### src/rtl/tone_gen_pkg.sv
// tone_gen_pkg: note codes, half-period table and counter width,
// shared by tone_gen and the switch-to-note encoder. Optional: TONE_GEN_OCTAVE_EN.
package tone_gen_pkg;

  localparam int CNT_W = 18;

  typedef logic [3:0]       note_t;
  typedef logic [CNT_W-1:0] cnt_t;

  localparam note_t N_NONE = 4'd0;
  localparam note_t N_C4   = 4'd1;
  localparam note_t N_D    = 4'd2;
  localparam note_t N_E    = 4'd3;
  localparam note_t N_F    = 4'd4;
  localparam note_t N_G    = 4'd5;
  localparam note_t N_A    = 4'd6;
  localparam note_t N_B    = 4'd7;
  localparam note_t N_C5   = 4'd8;

  // CLK cycles per half-period at 100 MHz
  localparam int HP_C4 = 191110;
  localparam int HP_D  = 170265;
  localparam int HP_E  = 151685;
  localparam int HP_F  = 143172;
  localparam int HP_G  = 127551;
  localparam int HP_A  = 113636;
  localparam int HP_B  = 101239;
  localparam int HP_C5 = 95557;

  typedef enum logic {
    IDLE,
    PLAY
  } state_t;

  function automatic logic note_valid(input note_t n);
    return (n >= N_C4) && (n <= N_C5);
  endfunction

endpackage

### src/rtl/tone_gen_if.sv
// tone_gen_if: note request in, square-wave and status out.
// Carries octave_up only when TONE_GEN_OCTAVE_EN is defined.
interface tone_gen_if;

  tone_gen_pkg::note_t note;
`ifdef TONE_GEN_OCTAVE_EN
  logic                octave_up;
`endif
  logic                speaker;
  logic                playing;
  tone_gen_pkg::note_t active_note;

  modport master (
`ifdef TONE_GEN_OCTAVE_EN
    output octave_up,
`endif
    output note,
    input  speaker,
    input  playing,
    input  active_note
  );

  modport slave (
`ifdef TONE_GEN_OCTAVE_EN
    input  octave_up,
`endif
    input  note,
    output speaker,
    output playing,
    output active_note
  );

endinterface

### src/rtl/tone_gen_note_to_halfperiod.sv
// note_to_halfperiod: combinational {note[,octave_up]} -> half-period limit.
// Returns 0 for none/invalid codes. Octave shift with TONE_GEN_OCTAVE_EN.
module tone_gen_note_to_halfperiod
  import tone_gen_pkg::*;
#(
  parameter int unsigned HP_DIV = 1
) (
  input  note_t note,
`ifdef TONE_GEN_OCTAVE_EN
  input  logic  octave_up,
`endif
  output cnt_t  limit
);

  // HP_DIV only shrinks the table for fast simulation; 1 in silicon
  localparam cnt_t L_C4 = cnt_t'(HP_C4 / HP_DIV);
  localparam cnt_t L_D  = cnt_t'(HP_D  / HP_DIV);
  localparam cnt_t L_E  = cnt_t'(HP_E  / HP_DIV);
  localparam cnt_t L_F  = cnt_t'(HP_F  / HP_DIV);
  localparam cnt_t L_G  = cnt_t'(HP_G  / HP_DIV);
  localparam cnt_t L_A  = cnt_t'(HP_A  / HP_DIV);
  localparam cnt_t L_B  = cnt_t'(HP_B  / HP_DIV);
  localparam cnt_t L_C5 = cnt_t'(HP_C5 / HP_DIV);

  cnt_t base;

  always_comb begin
    base = '0;
    case (note)
      N_C4:    base = L_C4;
      N_D:     base = L_D;
      N_E:     base = L_E;
      N_F:     base = L_F;
      N_G:     base = L_G;
      N_A:     base = L_A;
      N_B:     base = L_B;
      N_C5:    base = L_C5;
      default: base = '0;
    endcase
  end

`ifdef TONE_GEN_OCTAVE_EN
  assign limit = octave_up ? (base >> 1) : base;
`else
  assign limit = base;
`endif

endmodule

### src/rtl/tone_gen.sv
// tone_gen: glitch-free square-wave synthesiser; note changes land on
// half-period boundaries only. Optional: TONE_GEN_OCTAVE_EN.
module tone_gen
  import tone_gen_pkg::*;
#(
  parameter int unsigned HP_DIV = 1
) (
  input  logic       CLK,
  input  logic       RESET,
  tone_gen_if.slave  io
);

  state_t state_q, state_d;
  cnt_t   cnt_q, cnt_d;
  cnt_t   limit_q, limit_d;
  note_t  act_q, act_d;
  logic   spk_q, spk_d;
  logic   play_q, play_d;
  logic   oct_q, oct_d;

  cnt_t   lut_limit;
  logic   oct_in;
  logic   valid_in;
  logic   boundary;
  logic   changed;

`ifdef TONE_GEN_OCTAVE_EN
  assign oct_in = io.octave_up;
`else
  assign oct_in = 1'b0;
`endif

  tone_gen_note_to_halfperiod #(
    .HP_DIV    (HP_DIV)
  ) u_lut (
    .note      (io.note),
`ifdef TONE_GEN_OCTAVE_EN
    .octave_up (io.octave_up),
`endif
    .limit     (lut_limit)
  );

  assign valid_in = note_valid(io.note);
  assign boundary = (state_q == PLAY)
                 && (cnt_q == limit_q - cnt_t'(1));
  assign changed  = (io.note != act_q)
                 || (oct_in != oct_q);

  always_comb begin
    state_d = state_q;
    cnt_d   = cnt_q;
    limit_d = limit_q;
    act_d   = act_q;
    spk_d   = spk_q;
    play_d  = play_q;
    oct_d   = oct_q;
    unique case (state_q)
      IDLE: begin
        if (valid_in) begin
          state_d = PLAY;
          act_d   = io.note;
          oct_d   = oct_in;
          limit_d = lut_limit;
          cnt_d   = '0;
          spk_d   = 1'b1;
          play_d  = 1'b1;
        end
      end
      PLAY: begin
        if (!boundary) begin
          cnt_d = cnt_q + cnt_t'(1);
        end else if (!valid_in) begin
          // stop always lands low; a low half just ends early
          state_d = IDLE;
          cnt_d   = '0;
          limit_d = '0;
          act_d   = N_NONE;
          oct_d   = 1'b0;
          spk_d   = 1'b0;
          play_d  = 1'b0;
        end else begin
          cnt_d = '0;
          spk_d = ~spk_q;
          if (changed) begin
            act_d   = io.note;
            oct_d   = oct_in;
            limit_d = lut_limit;
          end
        end
      end
      default: begin
        state_d = IDLE;
      end
    endcase
  end

  always_ff @(posedge CLK or posedge RESET) begin
    if (RESET) begin
      state_q <= IDLE;
      cnt_q   <= '0;
      limit_q <= '0;
      act_q   <= N_NONE;
      spk_q   <= 1'b0;
      play_q  <= 1'b0;
      oct_q   <= 1'b0;
    end else begin
      state_q <= state_d;
      cnt_q   <= cnt_d;
      limit_q <= limit_d;
      act_q   <= act_d;
      spk_q   <= spk_d;
      play_q  <= play_d;
      oct_q   <= oct_d;
    end
  end

  assign io.speaker     = spk_q;
  assign io.playing     = play_q;
  assign io.active_note = act_q;

endmodule

### src/flat_wrapper.sv
// flat-port wrapper written by rule: the top's interface ports become plain ports
module tone_gen_flat import tone_gen_pkg::*;
#(
  parameter int unsigned HP_DIV = 1
)
  (CLK, RESET, io_note, io_speaker, io_playing, io_active_note);
  tone_gen_if io_i ();
  input  logic CLK;
  input  logic RESET;
  input wire logic [$bits(io_i.note)-1:0] io_note;
  output wire logic [$bits(io_i.speaker)-1:0] io_speaker;
  output wire logic [$bits(io_i.playing)-1:0] io_playing;
  output wire logic [$bits(io_i.active_note)-1:0] io_active_note;
  assign io_i.note = io_note;
  assign io_speaker = io_i.speaker;
  assign io_playing = io_i.playing;
  assign io_active_note = io_i.active_note;
  tone_gen #(.HP_DIV(HP_DIV)) u_core (.CLK(CLK), .RESET(RESET), .io(io_i));
endmodule
### config.mk
export PLATFORM = sky130hd
export DESIGN_NAME = tone_gen_flat
export DESIGN_NICKNAME = d
export VERILOG_FILES = /design/src/rtl/tone_gen_pkg.sv /design/src/rtl/tone_gen_if.sv /design/src/rtl/tone_gen_note_to_halfperiod.sv /design/src/rtl/tone_gen.sv /design/src/flat_wrapper.sv
export SDC_FILE = /design/constraint.sdc
export NUM_CORES = 1
export LEC_CHECK = 0
export ABC_AREA = 1
export BUFFER_PORTS_ARGS = -buffer_cell sky130_fd_sc_hd__buf_2
export CAP_MARGIN = 20
export CORE_MARGIN = 2
export CORE_UTILIZATION = 40
export CTS_CLUSTER_SIZE = 28
export DETAILED_ROUTE_END_ITERATION = 12
export PLACE_DENSITY_LB_ADDON = 0.25
export SETUP_SLACK_MARGIN = 0.5
export SLEW_MARGIN = 20
export SYNTH_ARGS = -nofsm -noshare
export SYNTH_HDL_FRONTEND = slang
export SYNTH_SLANG_ARGS = --single-unit
### constraint.sdc
create_clock -name CLK -period 2 [get_ports CLK]
set_clock_uncertainty 0.05 [all_clocks]
set_input_delay 0.4 -clock CLK [delete_from_list [all_inputs] [get_ports CLK]]
set_output_delay 0.4 -clock CLK [all_outputs]
set_load 0.03 [all_outputs]
After elaboration in Yosys (flattened, before gate mapping):

Memory sizes are Yosys's and may differ from the RTL's.
Cells that the tools add are included.
W data, S select, Z words.

* bits in registers: 44
* bits in read-only memories: 288
* input bits: 6
* output and inout port bits: 6
* word-level logic and storage cells: 54
* memories kept: 1

* add/subtract/negate cells: 2
* $lt $le $gt $ge: 2
* equality and inequality tests: 6
* muxes and demuxes: 28
* bitwise operators: 2
* reductions and logical operators: 6

Memory list
* (no name shown): words 16, bits a word 18, read ports 1, clocked after memory_dff 0, wr ports 0, RTL line tone_gen_note_to_halfperiod.sv:29 `case (note)`

Operator list (number)
* $mux W18: 6
* $pmux W18 S2: 2
* $add A18 B1 Y18 const B: 1
* $eq A18 B18 Y1: 1
* $sub A18 B1 Y18 const B: 1
* $mux W4: 4
* $mux W1: 11
* $pmux W1 S2: 4
* $pmux W4 S2: 1
* $reduce_and A3 Y1: 2
* $ge A4 B1 Y1 const B: 1
* $le A4 B4 Y1 const B: 1
* $ne A2 B2 Y1 const B: 2
* $ne A4 B4 Y1: 1
* $ne A3 B3 Y1 const B: 1
* $logic_and A1 B1 Y1: 2
* $ne A2 B1 Y1 const B: 1
* $not A1 Y1: 2
* $reduce_and A2 Y1: 1
* $logic_or A1 B1 Y1: 1

Logic depth before layout (Yosys ltp):

Gate-level depths: netlist (run 1).

* depth after elaboration: 6
* depth in mapped cells: 18
* gate-level depth less buffers: 17

By module:

Synthesis (run 1) repeated with hierarchy kept, for this count alone.

* cell total of the unflattened synthesis: 484
* area total of the unflattened synthesis: 3238.1 um^2

Modules (own cells, without submodules)
* tone_gen: times used 1, cells an instance 426, area each 2889.0 um^2, sequential area each 1076.0 um^2
* tone_gen_note_to_halfperiod: times used 1, cells an instance 58, area each 349.1 um^2, sequential area each 0.0 um^2

Worst setup path after synthesis (run 1):

No wires, ideal clock.

* path kind: register to register
* start point: register u_core.limit_q[0]
* end point: register u_core.act_q[0], in the netlist u_core.io.active_note[0]
* setup time: 118 ps
* arrival: 1965 ps
* required time: 1832 ps
* setup slack: -133 ps
* stages on the path, launching flop included: 15
* buffers on the path: 1
* period minus slack after synthesis: 2133 ps
* cells stage by stage: dfrtp_1 inv_2 ha_1 or2_2 a21oi_1 nand3_1 nor2_1 nand2_1 nor2_1 nand3_1 nand2_2 nand3_2 buf_4 nand2_1 nand2_1

* cells in the longest elaborated chain, start to end: 5

Ends and longest elaborated chain
* start: declaration: RTL line tone_gen.sv:15 `cnt_t limit_q, limit_d;`
* start signal: assignment: RTL line tone_gen.sv:109 `limit_q <= limit_d;`
* $sub A18 B1 Y18: RTL line tone_gen.sv:45 `&& (cnt_q == limit_q - cnt_t'(1));`
* $eq A18 B18 Y1: RTL line tone_gen.sv:45
* $logic_and A1 B1 Y1: RTL line tone_gen.sv:45
* $ne A2 B2 Y1 (no line)
* $reduce_and A3 Y1 (no line)
* end signal: assignment: RTL line tone_gen.sv:110 `act_q <= act_d;`
* end: declaration: RTL line tone_gen.sv:16 `note_t act_q, act_d;`

No other way between the ends.
A chain may end at the register's enable or synchronous reset.

Worst setup path after layout (run 1):

* start point: register u_core.limit_q[1]
* end point: register u_core.limit_q[10]

* cells in the longest elaborated chain, start to end: 5

Ends and longest elaborated chain (RTL line)
* $sub A18 B1 Y18: tone_gen.sv:45
* $eq A18 B18 Y1: tone_gen.sv:45
* $logic_and A1 B1 Y1: tone_gen.sv:45
* $ne A2 B2 Y1 (no line)
* $reduce_and A3 Y1 (no line)

No other way between the ends.

==> results of run 1 <==
==> repair_timing <==
action | in CTS | in global routing
cloned | 7 | 1
endpoints found under the setup margin | 43 | 43
pin swaps | 21 | 12
buffers inserted | 3 | 4
gates resized for setup | 41 | 33
==> state kept, by name, summed over array words and instances (netlist names) <==
register and cells:
u_core.cnt_q 18, u_core.limit_q 18, u_core.io.active_note 4, u_core.io.playing 1
u_core.io.speaker 1, u_core.state_q 1
==> final cells by class <==
type	instances	area, um^2	area share [%]
Clock buffer	5	68.8	1.47
Clock inverter	3	43.8	0.938
Inverter	63	241	5.17
Multi-Input combinational cell	370	2200	47.0
Sequential cell	43	1080	23.1
Tap cell	105	131	2.81
Timing Repair Buffer	111	907	19.4
==> metrics by stage <==
| stage | setup WS, ns | cell area [um^2] |
|---|---|---|
| floorplan | -0.0278 | 3360 |
| finish | -0.330 | 4670 |
| CTS | -0.227 | 4500 |
| detailed placement | -0.466 | 4120 |
| global route | -0.436 | 4670 |
| global placement | -0.372 | 4120 |
==> synthesized netlist by cell type, types with 3 or more instances <==
library cell,number,area (um^2)
nand2_1,148,556
inv_1,60,225
nor2_1,53,199
dfrtp_1,43,1080
nand4_1,34,213
nand3_1,23,115
xor2_1,19,166
o21ai_0,17,85.1
xnor2_1,10,87.6
a21oi_1,9,45.0
buf_2,7,35.0
ha_1,6,75.1
nor3_1,6,30.0
o22ai_1,6,37.5
nand2_2,5,31.3
a31oi_1,3,18.8
inv_2,3,11.3
nor2_2,3,18.8
nor2_4,3,33.8
o211ai_1,3,22.5
==> power by group <==
group / internal [mW] / total (mW) / switching (mW)
clock: 0.372 / 0.700 / 0.327
combinational: 0.0633 / 0.170 / 0.107
sequential: 0.870 / 0.871 / 0.000700
==> how the worst max path moves through the flow <==
stage | end | slack (ns)
3_5_place_dp | u_core.limit_q[17]$_DFFE_PP0P_ | -0.47
5_1_grt | u_core.limit_q[10]$_DFFE_PP0P_ | -0.44
6_report | u_core.limit_q[10]$_DFFE_PP0P_ | -0.33
2_1_floorplan | u_core.io.active_note[3]$_DFFE_PP0P_ | -0.03
4_1_cts | u_core.limit_q[10]$_DFFE_PP0P_ | -0.23
3_3_place_gp | u_core.limit_q[13]$_DFFE_PP0P_ | -0.37
==> worst max-delay path: cells and delay by family, from the launching register on <==
family        cells  cell delay, ns
simple gates      9            1.22
flops             1            0.44
xor+xnor          1            0.17
buf+inv           2            0.23
fa+ha+maj         1            0.15
==> kinds of logic (layout without fill, tap and decap cells) <==
group	count (synthesis)	after routing	synth area share, %
compound gates	45	45	7.94
fa+ha+maj	6	6	2.27
xor+xnor	29	29	7.67
buf+inv	78	182	10.5
flops	43	43	32.5
simple gates	286	290	39.2
==> metal layers <==
layer	routed length, um	global-route usage, %	up-vias
li1	-	-	1812
met1	4850	32.9	1742
met2	4960	39.4	113
met3	516	3.03	13
met4	104	4.47	0
met5	0	0	-
==> metrics, run 1 <==
status=complete, but fails checks; failing checks=setup timing; via/cell ratio=5.26; Pwr Total=1.74 mW; crit-path max cell delay=0.44 ns; WS Path Type=reg -> reg; starting density of the core=40.7%; Finished Core Util=57.4%; Slowest cell on crit path=dfrtp_1; final setup margin=-0.330 ns; crit path max fanout=6; initial antenna violation count=0; power per standard cell area=373 mW/mm^2; Total Wirelength=10.4 mm; via count=3680; post-synth cell types=36; Setup crit end kind=register; Total Neg Setup Slack=-11.22 ns; Port Buffers=11; largest net degree at the start of global routing=44; die height=95.0 um; Final Hold Fails=0; remaining antenna violation count=0; synthesized area=0.00331 mm^2; final worst path period need=2.33 ns; final std cells w/o fill=700; Synth Instances=487; global-route wire length before repair=16.4 mm; ANT cells=0; max-cap violation count=0; slew margin rel.=61.2%; die width=95.0 um; Fmax=0.429 GHz; nets@finish=606; CP startpoint=u_core.limit_q[1]$_DFFE_PP0P_; DR pass1 iterations=5; unrepaired setup endpoints after global routing=yes; clock latency on the worst-skew pair=0.31 ns; Tot GR Track Use=23.6%; post-route clock period utilization=116%; worst slew pin tran=0.583 ns; H-Tree Depth=2; setup violators final=42; Avg Cell Area, Syn=6.80 um^2; Pins Over Slew Limit=0; FF-to-FF setup slack=-0.33 ns; Hold Crit Class=in -> async; most common cell after layout, fill and taps aside=nand2_1; CTS Buf Count=5; Yosys reg bits=43; r2r worst-path depth=13; Top FF cell, synth=dfrtp_1; Synth warnings=0; Layout Area Growth over Synthesis=41.0%; share of cells above drive strength 1=32.9%; Die Footprint=0.00902 mm^2; worst-path cell chain=inv_2 > ha_4 > nand3_4 > nor2_4 > nand2_2 > xnor2_2 > nand2_1 > nor2_2 > nand3_4 > nand2_8 > buf_4 > nand4_1 > nand2_2; Clock Sinks=43; most frequent cells in the layout=nand2_1, buf_4, inv_1; reg2reg start=u_core.limit_q[1]$_DFFE_PP0P_; Synth Net Count=499; drt wl/cell=14.9 um; Post-CTS Hold Fix Bufs=0; Seq/Total Area, Yosys=32.5%; total grt overflow=0; worst reg2reg endpoint=u_core.limit_q[10]$_DFFE_PP0P_; peak supply drop=0.000249 V; Post-synth ARST share=100%; Post-synth EDFFs=0; CP required=2.20 ns; CTS tree=yes; Max clock buf depth=2; Static Leakage=2.54 nW; number of global-route vias before repair=3384; DRT iter0 DRCs=252; hold slack=0.178 ns; Worst setup SP type=register; CTS Root Cell=clkbuf_8; Placed Cells=677; CP arrival=2.53 ns; Layout fillers=727; Worst-path clk slew=0.09 ns; DRC=0; row count=33; DP HPWL=7.21 mm; I/O Pins=12; core area=0.00813 mm^2; GP Congestion=0.908
Power figures use the tool's default switching activity.
==> run 2: changes to the inputs <==
--- a/config.mk
+++ b/config.mk
@@ -12,8 +12,7 @@
 export CORE_UTILIZATION = 40
 export CTS_CLUSTER_SIZE = 28
 export DETAILED_ROUTE_END_ITERATION = 12
-export PLACE_DENSITY_LB_ADDON = 0.25
-export SETUP_SLACK_MARGIN = 0.5
+export PLACE_DENSITY = 0.61
 export SLEW_MARGIN = 20
 export SYNTH_ARGS = -nofsm -noshare
 export SYNTH_HDL_FRONTEND = slang
==> run 2 against run 1 <==
Net effect:
- the run still ends with setup timing left
- design area decreased by 1.2%
- via count fell by 2.6%
- combinational power about the same
- fmax up 1.3%
- sequential power about the same
- cell count shrank 0.86%
- non-clock buffer count decreased by 5
- count of clock-buffer cells in the layout up 1
- global-route usage is 0.92 points lower
- power down 2.4%
- die area stayed put
- critical path type unchanged
- largest cell class unchanged
==> metrics, run 2 (same netlist as run 1, synthesis figures left out) <==
Most Frequent Cell on Critical Path=nand2_1; Static Leakage=2.51 nW; core area=0.00813 mm^2; CP top delay family=simple AND/OR/NAND/NOR gates; r2r worst-path depth=16; WP depth=16; DP HPWL=7.17 mm; Die Footprint=0.00902 mm^2; Seq. cell area=0.00108 mm^2; Seq pwr share=51.2%; GP Congestion=0.882; Worst Path Buf+Inv=2; area of the multi-input gates=0.00221 mm^2; crit-path max cell delay=0.41 ns; largest net degree at the start of global routing=44; clock latency on the worst-skew pair=0.30 ns; Worst setup SP type=register; P_int=1.30 mW; Total Wirelength=9.91 mm; final worst path period need=2.30 ns; NetSw=0.396 mW; Hold Crit Class=in -> async; DRT iter0 DRCs=196; drt wl/cell=14.3 um; ANT cells=0; Setup crit end kind=register; setup violators final=43; Clock Sinks=43; most frequent cells in the layout=nand2_1, buf_4, inv_1; status=complete, but fails checks; via count=3583; I/O Pins=12; CTS tree=yes; peak supply drop=0.000378 V; nets@finish=601; row count=33; global-route wire length before repair=15.9 mm; initial antenna violation count=0; WS Path Type=reg -> reg; worst-path cell chain=buf_6 > nor2_4 > nand2_4 > nor2_4 > buf_6 > nand2_2 > nand2_1 > nand2_1 > nor2_1 > nand2_1 > nor2_2 > nand3_4 > nand2_4 > nand3_4 > nand2_2 > nand2_1; remaining antenna violation count=0; final setup margin=-0.299 ns; total grt overflow=0; CP required=2.13 ns; starting density of the core=40.7%; die width=95.0 um; CTS Buf Count=5; slew margin rel.=62.0%; Comb power frac=10.2%; DRC=0; Tot GR Track Use=22.7%; crit path max fanout=5; power per standard cell area=368 mW/mm^2; Port Buffers=11; Fmax=0.435 GHz; final instance area=0.00461 mm^2; CTS Root Cell=clkbuf_8; Layout fillers=772; worst slew pin tran=0.571 ns; CP arrival=2.43 ns; max-cap violation count=0; via/cell ratio=5.16; unrepaired setup endpoints after global routing=yes; Net Sw Frac=23.3%; Layout Area Growth over Synthesis=39.4%; Max clock buf depth=2; H-Tree Depth=2; Pins Over Slew Limit=0; DP Worst Slack=-0.495 ns; Worst-path clk slew=0.08 ns; Post-DP Area=0.00407 mm^2; Final Hold Fails=0; number of global-route vias before repair=3251; Slowest cell on crit path=dfrtp_1; Post-CTS Hold Fix Bufs=0; DR pass1 iterations=5; die height=95.0 um; Clock power frac=38.6%; failing checks=setup timing; post-route clock period utilization=115%; share of cells above drive strength 1=32.6%; most common cell after layout, fill and taps aside=nand2_1
run 2: cell count changes in the layout (fill, tap and decap cells not counted), sizes merged:
cell | before | now
inv | 62 | 63
buf | 110 | 105
clkinv | 3 | 0
clkbuf | 6 | 7
run 2: timing repair:
action / CTS / global route
resized for setup: 25 / 56
setup endpoints to repair: 43 / 43
cloned: 3 / 3
setup buffers: 7 / 3
pin swaps: 12 / 25
run 2: final cells by class:
class / instances / share of cell area [%]
repair buffers: 106 / 18.5
flip-flops and latches: 43 / 23.3
inverters: 63 / 5.23
clock inverters: 1 / 0.651
clock buffers: 6 / 1.57
well taps: 105 / 2.85
multi-input cells: 370 / 47.9
run 2: worst paths after layout:
kind                                                      start                                   end  slack, ns
max in group asynchronous                                 RESET         u_core.limit_q[5]$_DFFE_PP0P_       1.33
setup / recovery                  u_core.limit_q[1]$_DFFE_PP0P_        u_core.limit_q[11]$_DFFE_PP0P_      -0.30
hold / removal                                            RESET           u_core.cnt_q[7]$_DFFE_PP0P_       0.19
hold reg to reg            u_core.io.active_note[0]$_DFFE_PP0P_  u_core.io.active_note[0]$_DFFE_PP0P_       0.48
setup reg to reg                  u_core.limit_q[1]$_DFFE_PP0P_        u_core.limit_q[11]$_DFFE_PP0P_      -0.30
min in group CLK           u_core.io.active_note[0]$_DFFE_PP0P_  u_core.io.active_note[0]$_DFFE_PP0P_       0.48
run 2: tightest hold or removal path, stage by stage:
cell	delay, ns
buf_2	0.10
inv_2	0.03
buf_4	0.46
run 2: per-layer routing:
layer	up-vias	share of wire [%]	global-route usage [%]
met3	10	4.2	3.35
met5	-	0	0
met4	0	1.2	4.23
met1	1717	47	32.5
li1	1785	-	-
met2	71	48	36.5
run 2: power by group through the flow:
stage / sequential (mW) / clock [mW] / combinational [mW]
floorplan: 0.892 / 0 / 0.0863
global placement: 0.888 / 0 / 0.167
detailed placement: 0.889 / 0 / 0.168
CTS: 0.871 / 0.670 / 0.170
global route: 0.871 / 0.711 / 0.190
finish: 0.871 / 0.656 / 0.173
run 2: per-stage QoR:
step | hold WS [ns] | util [%] | TNS [ns] | instances | total power [mW]
floorplan | 0.418 | - | -0.477 | 487 | 0.978
global placement | 0.451 | 50.1 | -15.43 | 673 | 1.06
detailed placement | 0.460 | 50.1 | -17.13 | 673 | 1.06
CTS | 0.199 | 53.8 | -9.17 | 690 | 1.71
global route | 0.246 | 56.7 | -15.60 | 694 | 1.77
finish | 0.190 | 56.7 | -10.61 | 694 | 1.70
